**config.mk**
```make
export PLATFORM = sky130hd
export DESIGN_NAME = puf_response_collector
export DESIGN_NICKNAME = d
export VERILOG_FILES = /design/src/rtl/puf_pkg.sv /design/src/rtl/puf_bit_decide.sv /design/src/rtl/puf_response_collector.sv
export SDC_FILE = /design/constraint.sdc
export NUM_CORES = 1
export LEC_CHECK = 0
export ABC_AREA = 1
export CAP_MARGIN = 15
export CORE_MARGIN = 8
export CORE_UTILIZATION = 30
export DETAILED_ROUTE_END_ITERATION = 12
export PLACE_DENSITY_LB_ADDON = 0.08
export SETUP_SLACK_MARGIN = 0.02
export SLEW_MARGIN = 20
export SYNTH_ARGS = -nofsm -noshare
export SYNTH_HDL_FRONTEND = slang
export SYNTH_SLANG_ARGS = --single-unit
export TNS_END_PERCENT = 50
```
**constraint.sdc**
```tcl
create_clock -name i_clk -period 2.8 [get_ports i_clk]
set_clock_uncertainty 0.05 [all_clocks]
set_input_delay 0.42 -clock i_clk [delete_from_list [all_inputs] [get_ports i_clk]]
set_output_delay 0.42 -clock i_clk [all_outputs]
set_load 0.05 [all_outputs]
```
**src/rtl/puf_pkg.sv**
```systemverilog
// Shared state encoding and default sizing for the PUF response collector.
package puf_pkg;

  localparam int NBITS_DEF   = 64;
  localparam int SEL_W_DEF   = 6;
  localparam int CW_DEF      = 32;
  localparam int TIMEOUT_DEF = 1 << 20;

  typedef enum logic [2:0] {
    S_IDLE,
    S_CLEAR,
    S_RUN,
    S_CAPTURE,
    S_DONE
  } state_t;

endpackage

```
**src/rtl/puf_bit_decide.sv**
```systemverilog
// Turns one oscillator race into a response bit; purely combinational, no backpressure.
// A finish always wins over the timeout, and a tie or timeout yields 0.
module puf_bit_decide
  import puf_pkg::*;
#(
  parameter int CW = CW_DEF
) (
  input  logic [CW-1:0] i_cnt_a,
  input  logic [CW-1:0] i_cnt_b,
  input  logic          i_fin_a,
  input  logic          i_fin_b,
  input  logic          i_tmo_last,
  output logic          o_bit,
  output logic          o_timeout_hit
);

  logic w_fin;

  assign w_fin         = i_fin_a | i_fin_b;
  assign o_bit         = w_fin && (i_cnt_a > i_cnt_b);
  assign o_timeout_hit = !w_fin && i_tmo_last;

endmodule

```
**src/rtl/puf_response_collector.sv**
```systemverilog
// Sequences NBITS challenges (CLEAR, RUN until finish/timeout, CAPTURE) into one response word.
// All outputs registered; valid pulses one cycle after the last CAPTURE; start ignored unless IDLE.
module puf_response_collector
  import puf_pkg::*;
#(
  parameter int NBITS   = NBITS_DEF,
  parameter int SEL_W   = SEL_W_DEF,
  parameter int CW      = CW_DEF,
  parameter int TIMEOUT = TIMEOUT_DEF
) (
  input  logic             i_clk,
  input  logic             i_reset,
  input  logic             i_start,
  input  logic [CW-1:0]    i_cnt_a,
  input  logic [CW-1:0]    i_cnt_b,
  input  logic             i_fin_a,
  input  logic             i_fin_b,
  output logic [SEL_W-1:0] o_sel,
  output logic             o_ro_en,
  output logic             o_cnt_clear,
  output logic             o_busy,
  output logic [NBITS-1:0] o_response,
  output logic             o_valid,
  output logic             o_err
);

  localparam int TW = (TIMEOUT > 1) ? $clog2(TIMEOUT) : 1;
  localparam logic [TW-1:0]    TMO_LAST = TW'(TIMEOUT - 1);
  localparam logic [SEL_W-1:0] IDX_LAST = SEL_W'(NBITS - 1);

  state_t           r_state, w_nxt_state;
  logic [SEL_W-1:0] r_idx, w_nxt_idx;
  logic [TW-1:0]    r_tmo, w_nxt_tmo;
  logic             r_bit, w_nxt_bit;
  logic [NBITS-1:0] r_response, w_nxt_response;
  logic             r_err, w_nxt_err;
  logic             r_ro_en, r_cnt_clear, r_busy, r_valid;
  logic             w_bit, w_timeout_hit;

  puf_bit_decide #(.CW(CW)) u_decide (
    .i_cnt_a       (i_cnt_a),
    .i_cnt_b       (i_cnt_b),
    .i_fin_a       (i_fin_a),
    .i_fin_b       (i_fin_b),
    .i_tmo_last    (r_tmo == TMO_LAST),
    .o_bit         (w_bit),
    .o_timeout_hit (w_timeout_hit)
  );

  always_comb begin
    w_nxt_state    = r_state;
    w_nxt_idx      = r_idx;
    w_nxt_tmo      = r_tmo;
    w_nxt_bit      = r_bit;
    w_nxt_response = r_response;
    w_nxt_err      = r_err;
    case (r_state)
      S_IDLE: begin
        if (i_start) begin
          w_nxt_state    = S_CLEAR;
          w_nxt_idx      = '0;
          w_nxt_response = '0;
          w_nxt_err      = 1'b0;
        end
      end
      S_CLEAR: begin
        w_nxt_tmo   = '0;
        w_nxt_state = S_RUN;
      end
      S_RUN: begin
        w_nxt_tmo = r_tmo + TW'(1);
        // The bit is latched with the counts of the finishing cycle itself.
        if (i_fin_a || i_fin_b || w_timeout_hit) begin
          w_nxt_state = S_CAPTURE;
          w_nxt_bit   = w_bit;
          if (w_timeout_hit) w_nxt_err = 1'b1;
        end
      end
      S_CAPTURE: begin
        w_nxt_response = {r_response[NBITS-2:0], r_bit};
        if (r_idx == IDX_LAST) begin
          w_nxt_state = S_DONE;
        end else begin
          w_nxt_idx   = r_idx + SEL_W'(1);
          w_nxt_state = S_CLEAR;
        end
      end
      S_DONE:  w_nxt_state = S_IDLE;
      default: w_nxt_state = S_IDLE;
    endcase
  end

  always_ff @(posedge i_clk or negedge i_reset) begin
    if (!i_reset) begin
      r_state     <= S_IDLE;
      r_idx       <= '0;
      r_tmo       <= '0;
      r_bit       <= 1'b0;
      r_response  <= '0;
      r_err       <= 1'b0;
      r_ro_en     <= 1'b0;
      r_cnt_clear <= 1'b0;
      r_busy      <= 1'b0;
      r_valid     <= 1'b0;
    end else begin
      r_state     <= w_nxt_state;
      r_idx       <= w_nxt_idx;
      r_tmo       <= w_nxt_tmo;
      r_bit       <= w_nxt_bit;
      r_response  <= w_nxt_response;
      r_err       <= w_nxt_err;
      r_ro_en     <= (w_nxt_state == S_RUN);
      r_cnt_clear <= (w_nxt_state == S_CLEAR);
      r_busy      <= (w_nxt_state != S_IDLE);
      r_valid     <= (w_nxt_state == S_DONE);
    end
  end

  assign o_sel       = r_idx;
  assign o_ro_en     = r_ro_en;
  assign o_cnt_clear = r_cnt_clear;
  assign o_busy      = r_busy;
  assign o_response  = r_response;
  assign o_valid     = r_valid;
  assign o_err       = r_err;

endmodule

```
==> impl_metrics.toml, run 1 <==
[sta]
setup_viol = 0
period_needed_ns = 2.095
rsz0062_at_grt = "no"
maxSlewViolCount = 0
post-route-period-util_pct = 74.81
slew_headroom_pct = 48.46
setup_tns_ns = 0
setup_ws_ns = 0.7054
fmaxAchievable_mhz = 477.4
hold_violations = 0
worst_slew_pin_slew_ns = 0.7730

[setup_path]
r2r-end = "o_sel[5]"
worstPathArrival_ns = 1.62
slowest_delay_ns = 0.86
crit_type = "reg2out"
cp-end-kind = "primary output"
path_max_fanout = 5
cp-endpoint = "o_sel[2]"
slowest_stage = "clkdlybuf4s50_1"
cp.required_ns = 2.33
cp-start-kind = "register"
cp.depth = 1
cp-startpoint = "o_sel[2]"
critPathBufInv = 1
crit_chain = "clkdlybuf4s50_1"
r2r-start = "r_state[1]"
reg2reg_depth = 9
cp_top_family = "buffers and inverters"
r2r_setup_slack_ns = 0.86

[die]
start_util_pct = 30.19
die_y_um = 144.3
die_area_um2 = 20810
dieWidth_um = 144.3
placeableCoreArea_um2 = 16350
ioPinCount = 144
core.rowCount = 47

[placement]
hpwl_um = 10160
dp_slack_ns = 0.6629
numPortBuffers = 143
place.gp.congestion = 0.8512

[synth]
yosysWarnings = 0
synth_edf_count = 0
synth_top_area_cell = "dfrtp_1"
synth_cell_types = 32
yosys.area.top_type_share_pct = 50.20
synth_fp_nets = 671
avgSynthCellArea_um2 = 8.688
synth-seq-cells = 99
ys_async_sr_fraction_pct = 100.0
seq_area_frac_synth_pct = 50.20
synth_area_leaders = "dfrtp_1 (50%), inv_1 (10%), ha_1 (8.6%), o22ai_1 (8.0%), nand2_1 (6.2%)"
synth_area_um2 = 4935
syn_inst = 568
synthFlopType = "dfrtp_1"
yosys-top-cells-count = "inv_1 (134), dfrtp_1 (99), nand2_1 (81), o22ai_1 (63), ha_1 (34)"
synth.most_common_cell = "inv_1"

[route]
via_per_inst = 4.479
totalWireLength_um = 12950
firstDrtPassIters = 5
drt_iter0_markers = 157
routedWlPerCell_um = 13.85
vias = 4188
post-route-drc-count = 0
ant_nets = 0

[outcome]
status = "finished clean"

[power]
vdd_drop_max_mv = 0.3568
p_per_area_nw_per_um2 = 683.2
p_leak_uw = 0.003172

[run]
max_cap_viol_count = 0

[global_route]
grt_pass1_wl_um = 20730
grt_start_max_net_pins = 64
overflow = 0
antenna_found_initial = 0
grt_usage_pct = 12.54
grt_pass1_vias = 4251

[clock_tree]
cts.sinks = 99
hold_buffers = 0
cts_max_path_buffers = 2
post_cts_buffers = 0
clk_pin_slew_worst_paths_ns = 0.07
cts_buffers = 9
cts_tree = "built"
root_buffer = "clkbuf_16"
h-tree-depth = 3
clk_latency_ns = 0.33
postCtsResizedCells = 0

[layout]
diodes = 0
layout.nets = 814
drive_above_1_share_pct = 5.175
area_delta_synth_final_pct = 40.80

[worst_hold_path]
hp-class = "in2async"
[cells by family (layout without fill, tap and decap cells)]
family | count (synthesis) | count (layout) | synth area share (%)
buffers and inverters | 154 | 301 | 11.92
xor gates and xnor gates | 3 | 3 | 0.5326
DFF | 99 | 99 | 50.20
adders and majority gates | 34 | 34 | 8.621
and+or+nand+nor | 158 | 158 | 14.43
AOI/OAI and AO/OA | 118 | 118 | 13.79
muxes | 2 | 2 | 0.5070
[power by group]
| group | internal (uW) | total, uW | switching (uW) |
|---|---|---|---|
| Combinational | 542 | 1710 | 1170 |
| Clock | 807 | 1340 | 529 |
| Sequential | 1580 | 1700 | 118 |
[state kept, by name (all words and copies together), names as in the netlist]
register     flops
o_response      64
r_tmo           20
o_sel            6
r_state          3
o_busy           1
o_cnt_clear      1
o_err            1
o_ro_en          1
o_valid          1
r_bit            1
[layer usage]
layer  wire, um  GRT usage [%]  part of all wire (%)
met4         71          2.629                  0.55
met1       5562          14.94                    43
met5          0              0                     0
met3        698          2.839                   5.4
met2       6617          22.58                    51
[final cells by class]
type                       instances  area, um2
tap                              220      275.3
fill                            1670       9400
inverter                         140      525.5
multi-input combinational        315       1869
clock inverter                     5      85.08
sequential                        99       2477
clock buffer                      10      239.0
timing repair buffer             146       1476
[how the worst min path moves through the flow]
stage,startpoint,end,slack [ns],cells past startpoint
floorplan,i_reset,o_busy,0.07,0
global placement,r_tmo[13],r_tmo[13],0.42,1
detailed placement,r_tmo[13],r_tmo[13],0.42,1
CTS,i_reset,o_response[8],0.14,1
global route,i_reset,o_response[8],0.17,1
finish,i_reset,o_response[6],0.10,1
[per-stage QoR]
step	util, %	power, uW	instances	hold WS [ns]	area [um2]
final	42.50	4746	935	0.1044	6948
after global routing	42.50	5031	935	0.1719	6948
after global placement	40.52	3446	920	0.4182	6624
after detailed placement	40.52	3462	920	0.4199	6624
after floorplan	-	2848	568	0.07441	4935
after CTS	42.50	4815	935	0.1377	6948
[cells in the final DEF, fill, tap and decap left out, types with 9 or more instances in the layout]
| master | instances |
|---|---|
| a21oi_1 | 25 |
| clkbuf_16 | 9 |
| clkdlybuf4s50_1 | 142 |
| dfrtp_1 | 99 |
| ha_1 | 34 |
| inv_1 | 134 |
| nand2_1 | 81 |
| nand3_1 | 20 |
| nor2_1 | 31 |
| o21ai_0 | 22 |
| o22ai_1 | 63 |
Note: power is estimated with default switching activity, not from simulation.
==> inputs of run 2 (changes only) <==
- clock period: 2.8 -> 2.1 ns (I/O delays scaled with it)
==> run 2 against run 1 <==
Against the previous run: power is 30% higher; core utilization fell by 0.099 points; critical path type unchanged; critical path depth unchanged; final cell count grew 0.43%; global-route usage increased by 0.16 points; largest power group unchanged; setup slack worse by 0.60 ns; register-to-register slack worse by 0.49 ns.
==> impl_metrics.toml, run 2 (synthesis gave the netlist of run 1 again) <==
[outcome]
status = "finished clean"

[route]
top_layer = "met4"
post-route-drc-count = 0
totalWireLength_um = 13040
wl_met2_um = 6675
dr_wl_met3_um = 710
routedWlPerCell_um = 13.89
firstDrtPassIters = 4
vias = 4195
ant_nets = 0
drt_iter0_markers = 139
via_per_inst = 4.468
wl_met1_um = 5505

[setup_path]
critPathBufInv = 1
cp.required_ns = 1.74
r2r-start = "o_sel[0]"
r2r_setup_slack_ns = 0.37
crit_chain = "clkdlybuf4s50_1"
path_max_fanout = 5
crit_type = "reg2out"
cp-end-kind = "primary output"
slowest_stage = "clkdlybuf4s50_1"
r2r-end = "o_sel[5]"
slowest_delay_ns = 0.86
cp_top_family = "buffers and inverters"
worstPathArrival_ns = 1.63
cp-start-kind = "register"
reg2reg_depth = 11

[clock_tree]
root_buffer = "clkbuf_16"
post_cts_buffers = 0
hold_buffers = 1
cts_buffers = 9
clk_pin_slew_worst_paths_ns = 0.07
clk_latency_ns = 0.34
postCtsResizedCells = 0
cts_tree = "built"
cts_max_path_buffers = 2
cts.sinks = 99
h-tree-depth = 3

[sta]
rsz0062_at_grt = "no"
setup_viol = 0
setup_tns_ns = 0
maxSlewViolCount = 0
fmaxAchievable_mhz = 500.4
period_needed_ns = 1.999
post-route-period-util_pct = 95.17
hold_violations = 0
slew_headroom_pct = 61.68
worst_slew_pin_slew_ns = 0.5730

[layout]
largest_register_ffs = 64
seq_area_um2 = 2477
final_cell_area_um2 = 6932
drive_above_1_share_pct = 5.563
layout.nets = 817
area_delta_synth_final_pct = 40.47
multi_input_area_um2 = 1869
diodes = 0
final_common_cell = "clkdlybuf4s50_1"
nFillCells = 1639
layout_common_cells = "clkdlybuf4s50_1 (142), inv_1 (134), dfrtp_1 (99)"

[power]
sw_frac_of_total_pct = 40.32
p_int_uw = 3671
p_total_uw = 6152
combPwrFrac_pct = 37.5
vdd_drop_max_mv = 0.7716
seqPwrFrac_pct = 36.9
p_leak_uw = 0.003172
p_per_area_nw_per_um2 = 887.5
switchingPower_uw = 2481
clkPwrFrac_pct = 25.7

[global_route]
grt_pass1_vias = 4203
grt_usage_pct = 12.70
overflow = 0
grt_start_max_net_pins = 64
grt_pass1_wl_um = 20890
antenna_found_initial = 0

[worst_hold_path]
hp-class = "in2async"

[placement]
place.gp.congestion = 0.8700
numPortBuffers = 143
hpwl_um = 10270
placed_area_um2 = 6639

[die]
die_area_um2 = 20810
start_util_pct = 30.19
placeableCoreArea_um2 = 16350
core.rowCount = 47
die_y_um = 144.3
dieWidth_um = 144.3
ioPinCount = 144

[run]
max_cap_viol_count = 0
## run 2: changes by cell type in the layout (fill, tap and decap cells not counted)
cell	change
buf_4	+2
bufinv_16	-2
clkbuf_8	-1
clkinv_2	+1
clkinvlp_4	-1
dlygate4sd3_1	+1
inv_6	+4
## run 2: power by group through the flow
stage | sequential [uW] | combinational [uW] | clock, uW
global placement | 2310 | 2310 | 0
detailed placement | 2310 | 2320 | 0
global route | 2300 | 2490 | 1730
CTS | 2270 | 2320 | 1650
finish | 2270 | 2300 | 1580
floorplan | 2790 | 1010 | 0
## run 2: worst max path at each step
stage	from	end	slack (ns)	cells after the start
2_1_floorplan	o_sel[0]	o_sel[5]	0.27	11
3_3_place_gp	i_cnt_b[11]	r_bit	0.13	11
3_5_place_dp	i_cnt_b[7]	r_bit	0.11	10
4_1_cts	o_sel[2]	o_sel[2]	0.08	1
5_1_grt	o_sel[2]	o_sel[2]	0.03	1
6_report	o_sel[2]	o_sel[2]	0.10	1
## run 2: metrics by stage
| step | hold WS [ns] | util (%) | cells | setup slack (ns) |
|---|---|---|---|---|
| floorplan | -0.03059 | - | 568 | 0.2686 |
| global placement | 0.2028 | 40.61 | 922 | 0.1289 |
| detailed placement | 0.2046 | 40.61 | 922 | 0.1065 |
| CTS | 0.3708 | 42.40 | 939 | 0.07551 |
| global route | 0.4041 | 42.40 | 939 | 0.03256 |
| finish | 0.3921 | 42.40 | 939 | 0.1015 |
## run 2: cell type report
type	instances	share of cell area, %
Sequential cell	99	35.74
Multi-Input combinational cell	315	26.97
Inverter	140	7.581
Clock buffer	9	3.249
Clock inverter	7	0.8303
Timing Repair Buffer	149	21.66
Tap cell	220	3.971
## run 2: routing by layer
metal  up-vias  GRT usage, %
met5         -             0
li1       2139             -
met1      1961         15.05
met3        11         2.806
met2        84         22.56
met4         0         3.669
